### src/rtl/fetch_queue_d_if.sv
// Fetch/decode handshake bundle for fetch_queue_d.
// master: fetch and decode side (drives fetch data and stall).
// slave:  the queue (drives ready, head data and occupancy).
interface fetch_queue_d_if #(
    parameter int unsigned DATA_WIDTH = 32,
    parameter int unsigned DEPTH      = 4
);
    localparam int unsigned CNT_W = $clog2(DEPTH + 1);

    // Fetch side.
    logic                  ValidF;
    logic                  ReadyF;
    logic [DATA_WIDTH-1:0] RD;
    logic [DATA_WIDTH-1:0] PCF;
    logic [DATA_WIDTH-1:0] PCPlus4F;

    // Decode side.
    logic                  StallD;
    logic                  ValidD;
    logic [DATA_WIDTH-1:0] InstrD;
    logic [DATA_WIDTH-1:0] PCD;
    logic [DATA_WIDTH-1:0] PCPlus4D;
    logic [CNT_W-1:0]      CountD;

    modport master (
        output ValidF, RD, PCF, PCPlus4F, StallD,
        input  ReadyF, InstrD, PCD, PCPlus4D, ValidD, CountD
    );

    modport slave (
        input  ValidF, RD, PCF, PCPlus4F, StallD,
        output ReadyF, InstrD, PCD, PCPlus4D, ValidD, CountD
    );
endinterface

### src/rtl/fetch_queue_d.sv
// Fetch-to-decode stage buffer: DEPTH-entry FIFO of {instr, pc, pc+4}.
// Head is shown combinationally from storage, so an entry pushed into an
// empty queue is visible right after its write edge. Outputs read as zero
// when empty so decode sees a bubble.
module fetch_queue_d #(
    parameter int unsigned DATA_WIDTH = 32,
    parameter int unsigned DEPTH      = 4
) (
    input logic             CLK,
    input logic             RST,
    input logic             CLR,
    fetch_queue_d_if.slave  bus
);
    localparam int unsigned PTR_W = $clog2(DEPTH);
    localparam int unsigned CNT_W = $clog2(DEPTH + 1);

    logic [DATA_WIDTH-1:0] instr_mem [DEPTH];
    logic [DATA_WIDTH-1:0] pc_mem    [DEPTH];
    logic [DATA_WIDTH-1:0] pc4_mem   [DEPTH];

    logic [PTR_W-1:0] wr_ptr_q, wr_ptr_d;
    logic [PTR_W-1:0] rd_ptr_q, rd_ptr_d;
    logic [CNT_W-1:0] count_q, count_d;

    logic ready, valid, push, pop;

    // Handshake status from registered occupancy only (no StallD -> ReadyF path).
    always_comb begin
        ready = (count_q != CNT_W'(DEPTH));
        valid = (count_q != '0);
        push  = bus.ValidF && ready;
        pop   = valid && !bus.StallD;
    end

    // Next-state for pointers and count; flush overrides push and pop.
    always_comb begin
        wr_ptr_d = wr_ptr_q;
        rd_ptr_d = rd_ptr_q;
        count_d  = count_q;
        if (CLR) begin
            wr_ptr_d = '0;
            rd_ptr_d = '0;
            count_d  = '0;
        end else begin
            if (push) begin
                wr_ptr_d = wr_ptr_q + PTR_W'(1);
            end
            if (pop) begin
                rd_ptr_d = rd_ptr_q + PTR_W'(1);
            end
            if (push && !pop) begin
                count_d = count_q + CNT_W'(1);
            end else if (pop && !push) begin
                count_d = count_q - CNT_W'(1);
            end
        end
    end

    // Pointer and occupancy registers with asynchronous reset.
    always_ff @(posedge CLK or posedge RST) begin
        if (RST) begin
            wr_ptr_q <= '0;
            rd_ptr_q <= '0;
            count_q  <= '0;
        end else begin
            wr_ptr_q <= wr_ptr_d;
            rd_ptr_q <= rd_ptr_d;
            count_q  <= count_d;
        end
    end

    // Entry storage; contents are don't-care after reset or flush.
    always_ff @(posedge CLK) begin
        if (push && !CLR) begin
            instr_mem[wr_ptr_q] <= bus.RD;
            pc_mem[wr_ptr_q]    <= bus.PCF;
            pc4_mem[wr_ptr_q]   <= bus.PCPlus4F;
        end
    end

    // Decode-side outputs, zeroed when empty.
    always_comb begin
        bus.ReadyF   = ready;
        bus.ValidD   = valid;
        bus.CountD   = count_q;
        bus.InstrD   = '0;
        bus.PCD      = '0;
        bus.PCPlus4D = '0;
        if (valid) begin
            bus.InstrD   = instr_mem[rd_ptr_q];
            bus.PCD      = pc_mem[rd_ptr_q];
            bus.PCPlus4D = pc4_mem[rd_ptr_q];
        end
    end
endmodule

### src/flat_wrapper.sv
// flat-port wrapper written by rule: the top's interface ports become plain ports
module fetch_queue_d_flat 
#(
    parameter int unsigned DATA_WIDTH = 32,
    parameter int unsigned DEPTH      = 4
)
  (CLK, RST, CLR, bus_ValidF, bus_RD, bus_PCF, bus_PCPlus4F, bus_StallD, bus_ReadyF, bus_InstrD, bus_PCD, bus_PCPlus4D, bus_ValidD, bus_CountD);
  fetch_queue_d_if #(.DATA_WIDTH(DATA_WIDTH), .DEPTH(DEPTH)) bus_i ();
  input logic CLK;
  input logic RST;
  input logic CLR;
  input wire logic [$bits(bus_i.ValidF)-1:0] bus_ValidF;
  input wire logic [$bits(bus_i.RD)-1:0] bus_RD;
  input wire logic [$bits(bus_i.PCF)-1:0] bus_PCF;
  input wire logic [$bits(bus_i.PCPlus4F)-1:0] bus_PCPlus4F;
  input wire logic [$bits(bus_i.StallD)-1:0] bus_StallD;
  output wire logic [$bits(bus_i.ReadyF)-1:0] bus_ReadyF;
  output wire logic [$bits(bus_i.InstrD)-1:0] bus_InstrD;
  output wire logic [$bits(bus_i.PCD)-1:0] bus_PCD;
  output wire logic [$bits(bus_i.PCPlus4D)-1:0] bus_PCPlus4D;
  output wire logic [$bits(bus_i.ValidD)-1:0] bus_ValidD;
  output wire logic [$bits(bus_i.CountD)-1:0] bus_CountD;
  assign bus_i.ValidF = bus_ValidF;
  assign bus_i.RD = bus_RD;
  assign bus_i.PCF = bus_PCF;
  assign bus_i.PCPlus4F = bus_PCPlus4F;
  assign bus_i.StallD = bus_StallD;
  assign bus_ReadyF = bus_i.ReadyF;
  assign bus_InstrD = bus_i.InstrD;
  assign bus_PCD = bus_i.PCD;
  assign bus_PCPlus4D = bus_i.PCPlus4D;
  assign bus_ValidD = bus_i.ValidD;
  assign bus_CountD = bus_i.CountD;
  fetch_queue_d #(.DATA_WIDTH(DATA_WIDTH), .DEPTH(DEPTH)) u_core (.CLK(CLK), .RST(RST), .CLR(CLR), .bus(bus_i));
endmodule
### config.mk
export PLATFORM = sky130hd
export DESIGN_NAME = fetch_queue_d_flat
export DESIGN_NICKNAME = d
export VERILOG_FILES = /design/src/rtl/fetch_queue_d_if.sv /design/src/rtl/fetch_queue_d.sv /design/src/flat_wrapper.sv
export SDC_FILE = /design/constraint.sdc
export NUM_CORES = 1
export LEC_CHECK = 0
export CAP_MARGIN = 10
export CELL_PAD_IN_SITES_DETAIL_PLACEMENT = 1
export CELL_PAD_IN_SITES_GLOBAL_PLACEMENT = 2
export CORE_ASPECT_RATIO = 0.6
export CORE_MARGIN = 2
export CORE_UTILIZATION = 47
export CTS_BUF_LIST = sky130_fd_sc_hd__clkbuf_8
export DETAILED_ROUTE_END_ITERATION = 10
export PLACE_DENSITY_LB_ADDON = 0.1
export SLEW_MARGIN = 25
export SYNTH_ARGS = -nofsm -noshare
export SYNTH_HDL_FRONTEND = slang
export SYNTH_SLANG_ARGS = --single-unit
### constraint.sdc
create_clock -name CLK -period 5.61 [get_ports CLK]
set_input_delay 1.122 -clock CLK [delete_from_list [all_inputs] [get_ports CLK]]
set_output_delay 1.122 -clock CLK [all_outputs]
set_load 0.02 [all_outputs]
==> run_results.csv, run 1 <==
group,metric,value,unit
clocking,cts_setup_buffers,0,
yosys,yosysWarnings,0,
yosys,avgSynthCellArea,22.5,sq um
global_routing,antenna_found_initial,2,
place,place.port_buffers,201,
yosys,yosysTopAreaCellShare,77.0,%
yosys,yosysTopAreaCell,"edfxtp_1",
timing,fin_crit_sh,77.9,%
clocking,cts_hold_buffers,0,
layout,areaGrowthSynthToFinish,24.3,%
yosys,synth.most_common_cell,"edfxtp_1",
clocking,cts_resized,0,
yosys,synth_top_family_by_area,"multiplexers",
yosys,mappedNetlistArea,15000,sq um
pwr,ir_drop,0.280,mV
route,routed_via_density,5.32,
yosys,yosys-top-cells-count,"384 x edfxtp_1, 101 x and2_1, 96 x mux4_2, 15 x clkbuf_1, 14 x buf_2",
die,die_x,234,microns
yosys,synth_nets,773,
layout,fillCellCount,2672,
yosys,async_flop_share,1.79,%
critical_path,cp_top_family,"buffers and inverters",
global_routing,first_global_vias,8341,
clocking,cts_tree,"built",
critical_path,cp-start-kind,"flop",
yosys,syn_inst,667,
critical_path,crit_type,"reg -> out",
yosys,synthFlopType,"edfxtp_1",
timing,clock.fmax,229,MHz
die,dieArea,33400,sq um
yosys,ys_ff_latch,391,
clocking,cts.sinks,391,
critical_path,cp.required,4.49,ns
layout,drive_gt1_share,19.8,%
pwr,power_per_cell_area,455,nW/um^2
route,drc,0,
die,ios,202,
clocking,cts_max_level,2,
global_routing,gr-usage-all-layers,20.6,%
critical_path,crit_chain,"buf_4, mux4_2, and2_1, clkdlybuf4s50_1",
route,drt_first_iter_violations,362,
place,place.gp.congestion,0.712,
timing,worst_slew_pin_slew,0.875,ns
clocking,numCtsBuffers,57,
yosys,yosysSeqAreaShare,78.1,%
yosys,synth_mux_area_share,14.5,%
die,initial_core_util,47.9,%
min_path,hold_path_class,"reg -> reg",
route,wl,33300,microns
global_routing,grt_max_degree,63,
clocking,clk_pin_slew,0.06,ns
layout,final_cells,1372,
clocking,clockBufferDepth,3,
pwr,leakagePower,5.96,nW
place,dpl.hpwl,20300,microns
yosys,synthDistinctLibCells,29,
run,cap_violations,0,
global_routing,grt_overflow_total,0,
timing,hold_viol,0,
yosys,synthTopCellsByArea,"edfxtp_1 77%, mux4_2 14%, and2_1 4.2%",
timing,max_slew_margin,41.6,%
critical_path,path_max_fanout,26,
die,core,31300,sq um
yosys,synth_edf_count,384,
route,vias,7294,
critical_path,path_buf_inv,2,
timing,grt_setup_unrepaired,"no",
timing,finalClockSkew,0.0111,ns
layout,nNetsFinal,1013,
clocking,cts-root-buf,"clkbuf_8",
timing,slew_violations,0,
yosys,yosys.area_share.simple,4.83,%
die,die_height,142,microns
critical_path,cp.arrival,3.25,ns
yosys,synth-xor-area-share,0.175,%
critical_path,worstSetupEndpointType,"output port",
global_routing,grt_first_pass_wirelength,50700,microns
yosys,synthAdderAreaFrac,0.468,%
timing,finalCriticalPeriod,4.37,ns
outcome,status,"finished clean",
timing,setup_viol,0,
timing,timing.setup.tns,0,ns
route,drtAntennaViolNets,0,
yosys,synth_compound_area_share,0.484,%
die,num_rows,50,
clocking,clock_latency,0.59,ns
place,place_inst,1262,
route,wire_per_inst,24.3,microns
pwr,total_power,0.00848,W
critical_path,crit_slowest_cell,"dfrtp_4",
critical_path,max_stage_delay,0.79,ns
route,dr.pass1.iters,4,
[per-stage QoR]
stage / cell area [sq um] / setup slack (ns) / util [%] / hold WS [ns]
floorplan: 15000 / 1.44 / - / 0.543
global placement: 17500 / 1.80 / 55.9 / 0.557
detailed placement: 17500 / 1.76 / 55.9 / 0.585
CTS: 18600 / 1.12 / 59.3 / 0.597
global route: 18600 / 1.01 / 59.5 / 0.641
finish: 18600 / 1.24 / 59.5 / 0.600
[cell type report]
type	instances	area, sq um	area share (%)
multi-input combinational	236	3080	16.5
clock buffer	59	812	4.36
inverter	6	22.5	0.121
tap	416	520	2.79
timing repair buffer	215	2210	11.9
clock inverter	47	268	1.44
antenna	2	5.00	0.0269
sequential	391	11700	62.9
[sequential cells by signal, summed over array words and instances (netlist names)]
name and count:
u_core.bus.CountD 3, u_core.instr_mem 128, u_core.pc4_mem 128, u_core.pc_mem 128, u_core.rd_ptr_q 2, u_core.wr_ptr_q 2
[layer usage]
metal | wire length (microns) | global-route usage (%)
met1 | 14500 | 28.0
met2 | 16500 | 34.1
met3 | 1860 | 4.77
met4 | 461 | 5.06
met5 | 0 | 0
[final timing paths]
| path | startpoint | end | slack [ns] | cells past startpoint |
|---|---|---|---|---|
| max | u_core.rd_ptr_q[0] | bus_InstrD[1] | 1.24 | 4 |
| min | u_core.wr_ptr_q[1] | u_core.wr_ptr_q[1] | 0.60 | 2 |
| max in group asynchronous | RST | u_core.rd_ptr_q[0] | 4.62 | 2 |
| min reg2reg | u_core.wr_ptr_q[1] | u_core.wr_ptr_q[1] | 0.60 | 2 |
| min in group asynchronous | RST | u_core.bus.CountD[1] | 0.75 | 2 |
| max reg2reg | u_core.bus.CountD[2] | u_core.pc_mem[3][28] | 2.93 | 5 |
[placed cells by master (no fill, tap or decap), types with 2 or more instances in the layout]
cell type / instances
a21oi_1: 3
and2_1: 97
and2_4: 4
buf_12: 4
buf_16: 2
buf_4: 8
bufinv_16: 3
clkbuf_8: 59
clkdlybuf4s50_1: 201
clkinv_1: 21
clkinv_2: 7
dfrtp_1: 5
dfrtp_4: 2
diode_2: 2
edfxtp_1: 384
ha_1: 4
inv_1: 21
mux4_2: 96
nand2_1: 3
nand2b_1: 2
nand3_1: 3
nor2_1: 8
o21ai_0: 3
xor2_1: 2
[kinds of logic after synthesis]
family,Yosys count
multiplexers,97
AO/OA/AOI/OAI,11
AND/OR/NAND/NOR,120
adder cells (fa/ha/maj),5
XOR/XNOR,3
buffers and inverters,40
flip-flops,391
[power breakdown]
part	switching, W	leakage, nW	internal (W)
clock	0.00106	0.607	0.00111
sequential	0.000121	3.57	0.00339
combinational	0.00141	1.78	0.00139
total	0.00259	5.96	0.00589
[tightest hold or removal path, stage by stage, from the launching register on]
cell     delay, ns
dfrtp_1       0.42
nand2_1       0.08
a21oi_1       0.06
No activity file was read; power rests on OpenSTA's default activity.
==> run 2: changes to the inputs <==
--- a/config.mk
+++ b/config.mk
@@ -10,7 +10,7 @@
 export CELL_PAD_IN_SITES_GLOBAL_PLACEMENT = 2
 export CORE_ASPECT_RATIO = 0.6
 export CORE_MARGIN = 2
-export CORE_UTILIZATION = 47
+export CORE_UTILIZATION = 40
 export CTS_BUF_LIST = sky130_fd_sc_hd__clkbuf_8
 export DETAILED_ROUTE_END_ITERATION = 10
 export PLACE_DENSITY_LB_ADDON = 0.1
==> constraint.sdc (replaced) <==
create_clock -name CLK -period 3.8 [get_ports CLK]
set_input_delay 0.76 -clock CLK [delete_from_list [all_inputs] [get_ports CLK]]
set_output_delay 0.76 -clock CLK [all_outputs]
set_load 0.02 [all_outputs]
==> run 2 against run 1 <==
Net effect: clock skew about the same; clock-buffer cell count is the same; hold slack worse by 0.19 ns; via count up 1.3%; combinational power up 56%; critical path type unchanged; critical endpoint is now bus_PCPlus4D[18]; largest power group unchanged.
==> run_results.csv, run 2 (synthesis results as in run 1) <==
group,metric,value,unit
outcome,status,"finished clean",
clocking,cts_tree,"built",
pwr,total_power,0.0124,W
clocking,cts_resized,0,
critical_path,cp.arrival,2.84,ns
timing,timing.setup.tns,0,ns
global_routing,grt_busiest_layer,"met2",
layout,areaGrowthSynthToFinish,25.9,%
timing,hold_viol,0,
layout,fillCellCount,3320,
clocking,numCtsBuffers,57,
die,ios,202,
place,place.port_buffers,201,
layout,mostFrequentLayoutCells,"384 x edfxtp_1, 201 x clkdlybuf4s50_1, 97 x and2_1, 96 x mux4_2, 59 x clkbuf_8",
global_routing,grt_max_degree,56,
die,core,36600,sq um
route,dr.pass1.iters,4,
timing,max_slew_margin,50.0,%
place,place_area,17800,sq um
timing,worst_slew_pin_slew,0.750,ns
critical_path,regToRegEndpoint,"u_core.bus.CountD[2]",
pwr,power_per_cell_area,660,nW/um^2
global_routing,grt_overflow_total,0,
global_routing,first_global_vias,8467,
die,die_height,154,microns
die,die_x,254,microns
global_routing,gr-usage-all-layers,17.7,%
critical_path,rr_startpoint,"u_core.bus.CountD[1]",
route,drc,0,
timing,fin_crit_sh,94.6,%
global_routing,antenna_found_initial,2,
critical_path,reg2reg_slack,1.33,ns
pwr,leakagePower,6.04,nW
clocking,cts-root-buf,"clkbuf_8",
timing,clock.fmax,278,MHz
clocking,clockBufferDepth,3,
clocking,cts_max_level,2,
global_routing,grt_first_pass_wirelength,51800,microns
route,wl,33600,microns
clocking,clock_latency,0.60,ns
global_routing,met2_usage,30.2,%
critical_path,reg2regPathDepth,7,
timing,slew_violations,0,
route,wire_per_inst,22.9,microns
critical_path,worstSetupEndpointType,"output port",
min_path,hold_path_class,"in -> async",
place,dpl.hpwl,20100,microns
die,dieArea,39100,sq um
layout,drive_gt1_share,20.6,%
layout,fin_area,18900,sq um
die,initial_core_util,40.9,%
place,place.gp.congestion,0.705,
timing,setup_viol,0,
route,vias,7389,
route,drt_first_iter_violations,334,
timing,finalCriticalPeriod,3.60,ns
route,drtAntennaViolNets,0,
timing,grt_setup_unrepaired,"no",
die,num_rows,54,
clocking,clk_pin_slew,0.06,ns
critical_path,crit_type,"reg -> out",
global_routing,use_met1,22.7,%
critical_path,cp-start-kind,"flop",
run,cap_violations,0,
global_routing,grt_util_met3,4.71,%
critical_path,path_max_fanout,44,
critical_path,cp.required,3.04,ns
route,routed_via_density,5.02,
pwr,ir_drop,0.290,mV
timing,finalClockSkew,0.0108,ns
timing,worst_hold_slack,0.408,ns
layout,finish.utilization,51.5,%
layout,nNetsFinal,1029,
layout,reg_top3,"u_core.instr_mem: 128 flops, u_core.pc4_mem: 128 flops, u_core.pc_mem: 128 flops",
clocking,cts.sinks,391,
layout,layout.cells.most_common,"edfxtp_1",
==> run 2: cell types whose count changed in the layout (fill, tap and decap cells not counted), moves of 3 or more <==
cell	delta
bufinv_16	-3
clkinv_1	-6
inv_1	+7
buf_4	+7
buf_12	+11
clkinv_2	-3
==> run 2: stage by stage <==
step                cells  worst slack, ns
floorplan             667             1.06
global placement     1357            0.752
detailed placement   1357            0.724
CTS                  1458           0.0384
global route         1469           0.0767
finish               1471            0.205
==> run 2: critical path, stage by stage (launching register included) <==
cell and delay (ns):
dfrtp_4 0.42, buf_4 0.60, mux4_2 0.42, and2_1 0.21, clkdlybuf4s50_1 0.57
==> run 2: power breakdown <==
part / internal [W] / total (W) / switching [W] / leakage, nW
clock: 0.00143 / 0.00298 / 0.00155 / 0.581
combinational: 0.00219 / 0.00438 / 0.00219 / 1.88
sequential: 0.00500 / 0.00508 / 0.0000815 / 3.57
total: 0.00862 / 0.0124 / 0.00382 / 6.04
==> run 2: routing by layer <==
layer | up-vias | share of wire [%]
met5 | - | 0
met4 | 0 | 1.6
met3 | 51 | 5.4
met2 | 187 | 51
met1 | 3922 | 42
li1 | 3229 | -
==> run 2: worst max path at each step <==
| stage | startpoint | endpoint | slack, ns |
|---|---|---|---|
| floorplan | CLR | u_core.instr_mem[0][0] | 1.06 |
| global placement | u_core.rd_ptr_q[0] | bus_PCD[17] | 0.75 |
| global route | u_core.rd_ptr_q[1] | bus_PCPlus4D[18] | 0.08 |
| finish | u_core.rd_ptr_q[1] | bus_PCPlus4D[18] | 0.20 |
| CTS | u_core.rd_ptr_q[0] | bus_PCPlus4D[25] | 0.04 |
| detailed placement | u_core.rd_ptr_q[0] | bus_PCPlus4D[25] | 0.72 |
==> run 2: timing repair <==
action                     in CTS  in global routing
hold buffers                    0                  0
setup buffers                   0                 11
setup endpoints to repair       0                  8
==> run 2: cell type report <==
cell class	instances	area, sq um	share of cell area (%)
inverter	6	22.5	0.119
clock inverter	42	166	0.883
tap	504	631	3.34
antenna	2	5.00	0.0265
multi-input combinational	236	3080	16.3
timing repair buffer	231	2420	12.9
clock buffer	59	812	4.31
sequential	391	11700	62.1
==> run 3: changes to the inputs <==
--- a/config.mk
+++ b/config.mk
@@ -12,6 +12,7 @@
 export CORE_MARGIN = 2
 export CORE_UTILIZATION = 40
 export CTS_BUF_LIST = sky130_fd_sc_hd__clkbuf_8
+export CTS_CLUSTER_DIAMETER = 100
 export DETAILED_ROUTE_END_ITERATION = 10
 export PLACE_DENSITY_LB_ADDON = 0.1
 export SLEW_MARGIN = 25
==> results of run 3 <==
Final layout, timing and power as in run 2 (identical DEF).
